==> config.mk <==
export PLATFORM = sky130hd
export DESIGN_NAME = piso_serializer_4bit_flat
export DESIGN_NICKNAME = d
export VERILOG_FILES = /design/src/rtl/serial_pkg.sv /design/src/rtl/piso_serializer_4bit_if.sv /design/src/rtl/piso_serializer_4bit.sv /design/src/flat_wrapper.sv
export SDC_FILE = /design/constraint.sdc
export NUM_CORES = 1
export LEC_CHECK = 0
export BUFFER_PORTS_ARGS = -buffer_cell sky130_fd_sc_hd__buf_2
export CAP_MARGIN = 20
export CORE_AREA = 2 2 39 41
export DETAILED_ROUTE_END_ITERATION = 12
export DIE_AREA = 0 0 41 43
export PLACE_DENSITY = 0.59
export SLEW_MARGIN = 20
export SYNTH_ARGS = -nofsm -noshare
export SYNTH_HDL_FRONTEND = slang
export SYNTH_SLANG_ARGS = --single-unit
==> constraint.sdc <==
create_clock -name clock -period 1.6 [get_ports clock]
set_input_delay 0.24 -clock clock [delete_from_list [all_inputs] [get_ports clock]]
set_output_delay 0.24 -clock clock [all_outputs]
set_load 0.02 [all_outputs]
==> src/rtl/serial_pkg.sv <==
// Shared definitions for the serial link: FSM encoding, counter sizing and
// the default word width used by both the transmit and receive sides.
package serial_pkg;

   typedef enum logic {
      IDLE  = 1'b0,
      SHIFT = 1'b1
   } state_t;

   localparam int SER_DEFAULT_WIDTH = 4;

   // Bits needed to count the positions of a WIDTH-bit word, ceil(log2(WIDTH)).
   function automatic int cnt_w(input int width);
      return $clog2(width);
   endfunction

endpackage

==> src/rtl/piso_serializer_4bit_if.sv <==
// Load handshake and serial output bundle of the PISO serializer.
//
// Handshake: a word moves on a rising clock edge where load_valid and
// load_ready are both high. load_ready never looks at load_valid, so a
// source may raise load_valid whenever it likes but must hold load_data
// stable until the transfer edge. sout/sof/eof are meaningful only while
// sout_valid is high.
interface piso_serializer_4bit_if
   import serial_pkg::*;
#(
   parameter int WIDTH = SER_DEFAULT_WIDTH
);

   logic [WIDTH-1:0] load_data;
   logic             load_valid;
   logic             load_ready;
   logic             sout;
   logic             sout_valid;
   logic             sof;
   logic             eof;
   logic             busy;

   modport master (
      output load_data, load_valid,
      input  load_ready, sout, sout_valid, sof, eof, busy
   );

   modport slave (
      input  load_data, load_valid,
      output load_ready, sout, sout_valid, sof, eof, busy
   );

endinterface

==> src/rtl/piso_serializer_4bit.sv <==
// Parallel-in serial-out transmitter. Accepts a word over load_valid/ready
// and shifts it out MSB first with sof/eof frame markers. A new word can be
// taken on the last bit of the current frame, so frames run back to back.
module piso_serializer_4bit
   import serial_pkg::*;
#(
   parameter int WIDTH = SER_DEFAULT_WIDTH
)(
   input  logic   clock,
   input  logic   clear,
   piso_serializer_4bit_if.slave bus,
   output state_t dbg_state
);

   localparam int            CW   = cnt_w(WIDTH);
   localparam logic [CW-1:0] LAST = CW'(WIDTH - 1);

   state_t           state, state_nxt;
   logic [WIDTH-1:0] shreg, shreg_nxt;
   logic [CW-1:0]    cnt, cnt_nxt;
   logic             last_bit;
   logic             accept;

   assign last_bit = (state == SHIFT) && (cnt == LAST);
   // Ready depends on registered state only, never on load_valid.
   assign accept   = bus.load_valid && bus.load_ready;

   // Register state, shift register and bit counter; clear aborts any frame.
   always_ff @(posedge clock or posedge clear) begin
      if (clear) begin
         state <= IDLE;
         shreg <= '0;
         cnt   <= '0;
      end else begin
         state <= state_nxt;
         shreg <= shreg_nxt;
         cnt   <= cnt_nxt;
      end
   end

   // Next state: a load on the last bit wins over returning to IDLE.
   always_comb begin
      state_nxt = state;
      shreg_nxt = shreg;
      cnt_nxt   = cnt;
      if (accept) begin
         state_nxt = SHIFT;
         shreg_nxt = bus.load_data;
         cnt_nxt   = '0;
      end else if (state == SHIFT) begin
         // Zeros enter at the LSB so sout idles low once the frame drains.
         shreg_nxt = {shreg[WIDTH-2:0], 1'b0};
         if (cnt == LAST) begin
            state_nxt = IDLE;
            cnt_nxt   = '0;
         end else begin
            cnt_nxt = cnt + 1'b1;
         end
      end
   end

   assign bus.load_ready = (state == IDLE) || last_bit;
   assign bus.sout       = shreg[WIDTH-1];
   assign bus.sout_valid = (state == SHIFT);
   assign bus.busy       = (state == SHIFT);
   assign bus.sof        = (state == SHIFT) && (cnt == '0);
   assign bus.eof        = last_bit;
   assign dbg_state      = state;

endmodule

==> src/flat_wrapper.sv <==
// flat-port wrapper written by rule: the top's interface ports become plain ports
module piso_serializer_4bit_flat import serial_pkg::*;
#(
   parameter int WIDTH = SER_DEFAULT_WIDTH
)
  (clock, clear, dbg_state, bus_load_data, bus_load_valid, bus_load_ready, bus_sout, bus_sout_valid, bus_sof, bus_eof, bus_busy);
  piso_serializer_4bit_if #(.WIDTH(WIDTH)) bus_i ();
  input  logic clock;
  input  logic clear;
  output state_t dbg_state;
  input wire logic [$bits(bus_i.load_data)-1:0] bus_load_data;
  input wire logic [$bits(bus_i.load_valid)-1:0] bus_load_valid;
  output wire logic [$bits(bus_i.load_ready)-1:0] bus_load_ready;
  output wire logic [$bits(bus_i.sout)-1:0] bus_sout;
  output wire logic [$bits(bus_i.sout_valid)-1:0] bus_sout_valid;
  output wire logic [$bits(bus_i.sof)-1:0] bus_sof;
  output wire logic [$bits(bus_i.eof)-1:0] bus_eof;
  output wire logic [$bits(bus_i.busy)-1:0] bus_busy;
  assign bus_i.load_data = bus_load_data;
  assign bus_i.load_valid = bus_load_valid;
  assign bus_load_ready = bus_i.load_ready;
  assign bus_sout = bus_i.sout;
  assign bus_sout_valid = bus_i.sout_valid;
  assign bus_sof = bus_i.sof;
  assign bus_eof = bus_i.eof;
  assign bus_busy = bus_i.busy;
  piso_serializer_4bit #(.WIDTH(WIDTH)) u_core (.clock(clock), .clear(clear), .bus(bus_i), .dbg_state(dbg_state));
endmodule
Yosys cells after proc, flatten, opt, wreduce, memory -nomap -nowiden
Index checks and enable logic that the tools add are counted.
{"block": "word_totals", "ff_bits": 7, "latch_bits": 0, "ram_bits": 0, "rom_bits": 0, "in_bits": 7, "out_inout_bits": 7, "mem_count": 0}
{"block": "classes", "add_sub_neg": 1, "mul": 0, "n_div": 0, "magnitude_cmp": 0, "n_eq_ne": 1, "shifts": 0, "mux": 8, "bitwise_logic": 1, "n_reduce_logical": 6}
{"op": "$mux W4", "count": 2}
{"op": "$mux W2", "count": 3}
{"op": "$logic_and A1 B1 Y1", "count": 3}
{"op": "$mux W1", "count": 3}
{"op": "$add A2 B1 Y2 const B", "count": 1}
{"op": "$eq A2 B2 Y1 const B", "count": 1}
{"op": "$logic_not A2 Y1", "count": 1}
{"op": "$reduce_bool A2 Y1", "count": 1}
{"op": "$logic_or A1 B1 Y1", "count": 1}
{"op": "$not A1 Y1", "count": 1}

Longest topological paths before layout
{"block": "depth", "word_depth": 5, "ltp_mapped": 4, "ltp_nobuf": 4}

Least setup slack after synthesis
No wires, ideal clock.
{"block": "synth_timing", "path_kind": "reg2out", "startpoint": "register u_core.state, in the netlist u_core.bus.busy", "endpoint": "output port bus_eof", "t_arrival_ns": 0.958, "required_ns": 1.360, "slack_ns": 0.402, "path_stages_with_launch": 3, "n_path_buf": 1, "path_cell_list": "dfrtp_1 -> buf_2 -> and2_1"}
{"block": "synth_between", "elab_chain_len": 1}
{"item": "start, declared", "line": "piso_serializer_4bit.sv:18", "text": "state_t state, state_nxt;"}
{"item": "start signal, assigned", "line": "piso_serializer_4bit.sv:35", "text": "state <= state_nxt;"}
{"item": "$logic_and A1 B1 Y1", "line": "piso_serializer_4bit.sv:24", "text": "assign last_bit = (state == SHIFT) && (cnt == LAST);"}
{"item": "end, declared", "line": "flat_wrapper.sv:17", "text": "output wire logic [$bits(bus_i.eof)-1:0] bus_eof;"}
Every way passes these cells.

Final worst setup path
{"block": "layout_timing", "startpoint": "register u_core.cnt[0]", "endpoint": "output port bus_load_ready"}
{"block": "layout_between", "elab_chain_len": 3}
{"item": "start, declared", "line": "piso_serializer_4bit.sv:20", "text": "logic [CW-1:0] cnt, cnt_nxt;"}
{"item": "start signal, assigned", "line": "piso_serializer_4bit.sv:37", "text": "cnt <= cnt_nxt;"}
{"item": "$eq A2 B2 Y1", "line": "piso_serializer_4bit.sv:24"}
{"item": "$logic_and A1 B1 Y1", "line": "piso_serializer_4bit.sv:24"}
{"item": "$logic_or A1 B1 Y1", "line": "piso_serializer_4bit.sv:62", "text": "assign bus.load_ready = (state == IDLE) || last_bit;"}
{"item": "end, declared", "line": "flat_wrapper.sv:13", "text": "output wire logic [$bits(bus_i.load_ready)-1:0] bus_load_ready;"}
Every way passes these cells.

==> qor.yml <==
status: "complete, no violations"
portBuffers: 13
maxCapViolCount: 0
clockPowerShare_pct: 18.9
h-tree-depth: 1
rows: 14
postCtsSetupBuffers: 0
ys_top_cells_by_area: "dfrtp_1 43%, mux2i_1 9.8%, ha_1 6.1%"
first_pass_iters: 4
synth_compound_area_share_pct: 13.2
io-pin-count: 14
finalCriticalPeriod_ns: 1.53
syn_nets: 49
hold_path_class: "primary input to flip-flop"
antenna_left: 0
tightest_slew_ns: 0.389
coreArea_um2: 1380
yosysUniqueCellTypes: 20
dpl.hpwl_um: 582
gp_congestion: 0.717
worst_ep_required_time_ns: 1.36
finalSetupViolations: 0
worstPathMaxFanout: 7
end_kind: "output port"
die_area_um2: 1760
p_leak_nw: 0.261
dp_cells: 65
syn_avg_cell_area_um2: 10.2
cts.sinks: 7
grt_antenna_before_repair: 0
fin_tns_setup_ns: 0
path_clk_slew_ns: 0.06
vias: 324
yosysTopAreaCell: "dfrtp_1"
gr-total-overflow: 0
ctsLongestPathBuffers: 2
synthAdderAreaFrac_pct: 6.13
start_util_pct: 29.5
synth_top_area_share_pct: 42.9
powerDensity_nw_per_um2: 1770
synthMuxAreaShare_pct: 9.82
critPathArrivalTime_ns: 1.29
dr.first_iter.drc_count: 5
yosysSeqAreaShare_pct: 42.9
maxSlewViolCount: 0
diodes: 0
swShare_pct: 42.0
cts-buffers-inserted: 3
die_w_um: 41
clock.fmax_ghz: 0.656
fill_cells: 150
grt_pass1_wl_um: 1320
drcViolationCount: 0
synthesis.area_um2: 408
grt_max_degree: 16
synth_warnings: 0
p_seq_share_pct: 35.6
final_layout_size_suffix_gt1_share_pct: 37.0
crit_type: "flip-flop to output port"
power_switching_mw: 0.371
area_growth_pct: 22.7
cts-root-buf: "clkbuf_4"
cell_internal_pwr_mw: 0.513
die_y_um: 43
clock_skew_ns: 0.00499
finalCritPeriodShare_pct: 95.3
p_comb_share_pct: 45.5
clk_latency_ns: 0.26
routed_via_density: 4.63
synth_xor_area_share_pct: 0
layout.nets: 64
cts_tree: "done"
finalHoldViolCount: 0
synthSimpleGateAreaFrac_pct: 17.5
syn_inst: 40
grtUsageTotal_pct: 11.6
drt-total-wl_um: 765
grt_pass1_vias: 328
relSlewSlack_pct: 74.1
synth_top_family_by_area: "simple AND/OR/NAND/NOR gates"
stdcell_count: 70
startpoint_type: "flip-flop"
wire_per_inst_um: 10.9
peakVddDrop_v: 0.000728
synth_seq_cells: 7
rsz0062_at_grt: "false"
==> path summary, 6_finish.rpt <==
kind                                  start  cells after the start  slack (ns)         endpoint
min in group asynchronous             clear                      3        0.45  u_core.shreg[0]
hold / removal             bus_load_data[0]                      3        0.25  u_core.shreg[0]
setup reg to reg              u_core.cnt[0]                      4        0.45  u_core.shreg[2]
max in group asynchronous             clear                      3        0.93  u_core.bus.busy
hold reg to reg             u_core.shreg[1]                      2        0.51  u_core.shreg[2]
setup / recovery              u_core.cnt[0]                      3        0.07   bus_load_ready
==> routing by layer <==
layer | global-route usage, % | share of wire [%]
met2 | 15.0 | 44
met1 | 15.1 | 47
met5 | 0 | 0
met3 | 4.71 | 5.8
met4 | 8.00 | 3.5
==> registers in the layout, indices dropped and copies added, names as in the netlist <==
signal / count
u_core.bus.busy: 1
u_core.cnt: 2
u_core.shreg: 4
==> cell type report <==
type                            instances  area (µm²)  share of cell area (%)
Clock buffer                            4        26.3                    5.25
Tap cell                               16        20.0                    4.00
Sequential cell                         7         175                    35.0
Timing Repair Buffer                   14        75.1                    15.0
Inverter                                3        11.3                    2.25
Multi-Input combinational cell         26         193                    38.5
==> cell usage in the layout (no fill, tap or decap) <==
| cell | Yosys | final |
|---|---|---|
| buf_2 | 1 | 13 |
| dfrtp_1 | 7 | 7 |
| mux2i_1 | 4 | 4 |
| o21ai_1 | 4 | 4 |
| a31oi_1 | 3 | 3 |
| inv_1 | 3 | 3 |
| clkbuf_4 | 0 | 3 |
| and3_1 | 2 | 2 |
| and2_1 | 2 | 2 |
| nand3_1 | 1 | 1 |
| o21ai_0 | 1 | 1 |
| nand2_4 | 1 | 1 |
| nor2_1 | 1 | 1 |
| a32o_1 | 1 | 1 |
| nand2b_1 | 1 | 1 |
| nand2b_2 | 1 | 1 |
| and3_2 | 1 | 1 |
| nand2_1 | 1 | 1 |
| ha_1 | 2 | 1 |
| ha_2 | 0 | 1 |
| clkbuf_1 | 0 | 1 |
| dlygate4sd3_1 | 0 | 1 |
==> power groups by stage <==
stage | sequential, mW | combinational [mW] | clock [mW]
after floorplan | 0.313 | 0.315 | 0
after global placement | 0.315 | 0.402 | 0
after detailed placement | 0.317 | 0.405 | 0
after CTS | 0.315 | 0.411 | 0.174
after global routing | 0.328 | 0.452 | 0.186
final | 0.315 | 0.403 | 0.167
==> critical path, cell delays in order (launching register included) <==
cell and delay (ns):
dfrtp_1 0.41, ha_2 0.24, nand2b_1 0.19, buf_2 0.19
==> cell usage after synthesis <==
cell type,instances
dfrtp_1,7
mux2i_1,4
o21ai_1,4
a31oi_1,3
inv_1,3
and2_1,2
and3_1,2
buf_4,2
ha_1,2
a32o_1,1
and3_2,1
buf_2,1
buf_6,1
nand2_1,1
nand2_4,1
nand2b_1,1
nand2b_2,1
nand3_1,1
nor2_1,1
o21ai_0,1
==> per-stage QoR <==
step / hold slack, ns / util [%] / total power, mW / setup slack [ns] / area, µm²
3_3_place_gp: 0.191 / 33.4 / 0.717 / 0.289 / 462
2_1_floorplan: 0.0434 / - / 0.628 / 0.402 / 408
4_1_cts: 0.252 / 36.2 / 0.901 / 0.0669 / 500
5_1_grt: 0.289 / 36.2 / 0.966 / 0.0207 / 500
6_report: 0.253 / 36.2 / 0.885 / 0.0748 / 500
3_5_place_dp: 0.189 / 33.4 / 0.722 / 0.273 / 462
==> kinds of logic (layout without fill, tap and decap cells) <==
kind of cell    after synthesis  count (layout)
buf+inv                       7              21
flops                         7               7
fa+ha+maj                     2               2
simple gates                 11              11
compound gates                9               9
mux                           4               4
==> repair_timing <==
| item | CTS | global route |
|---|---|---|
| resized for setup | 1 | 0 |
| hold buffers | 1 | 0 |
| setup endpoints to repair | 1 | 0 |
| hold endpoints to repair | 7 | 0 |
(Power assumes the default switching activity.)
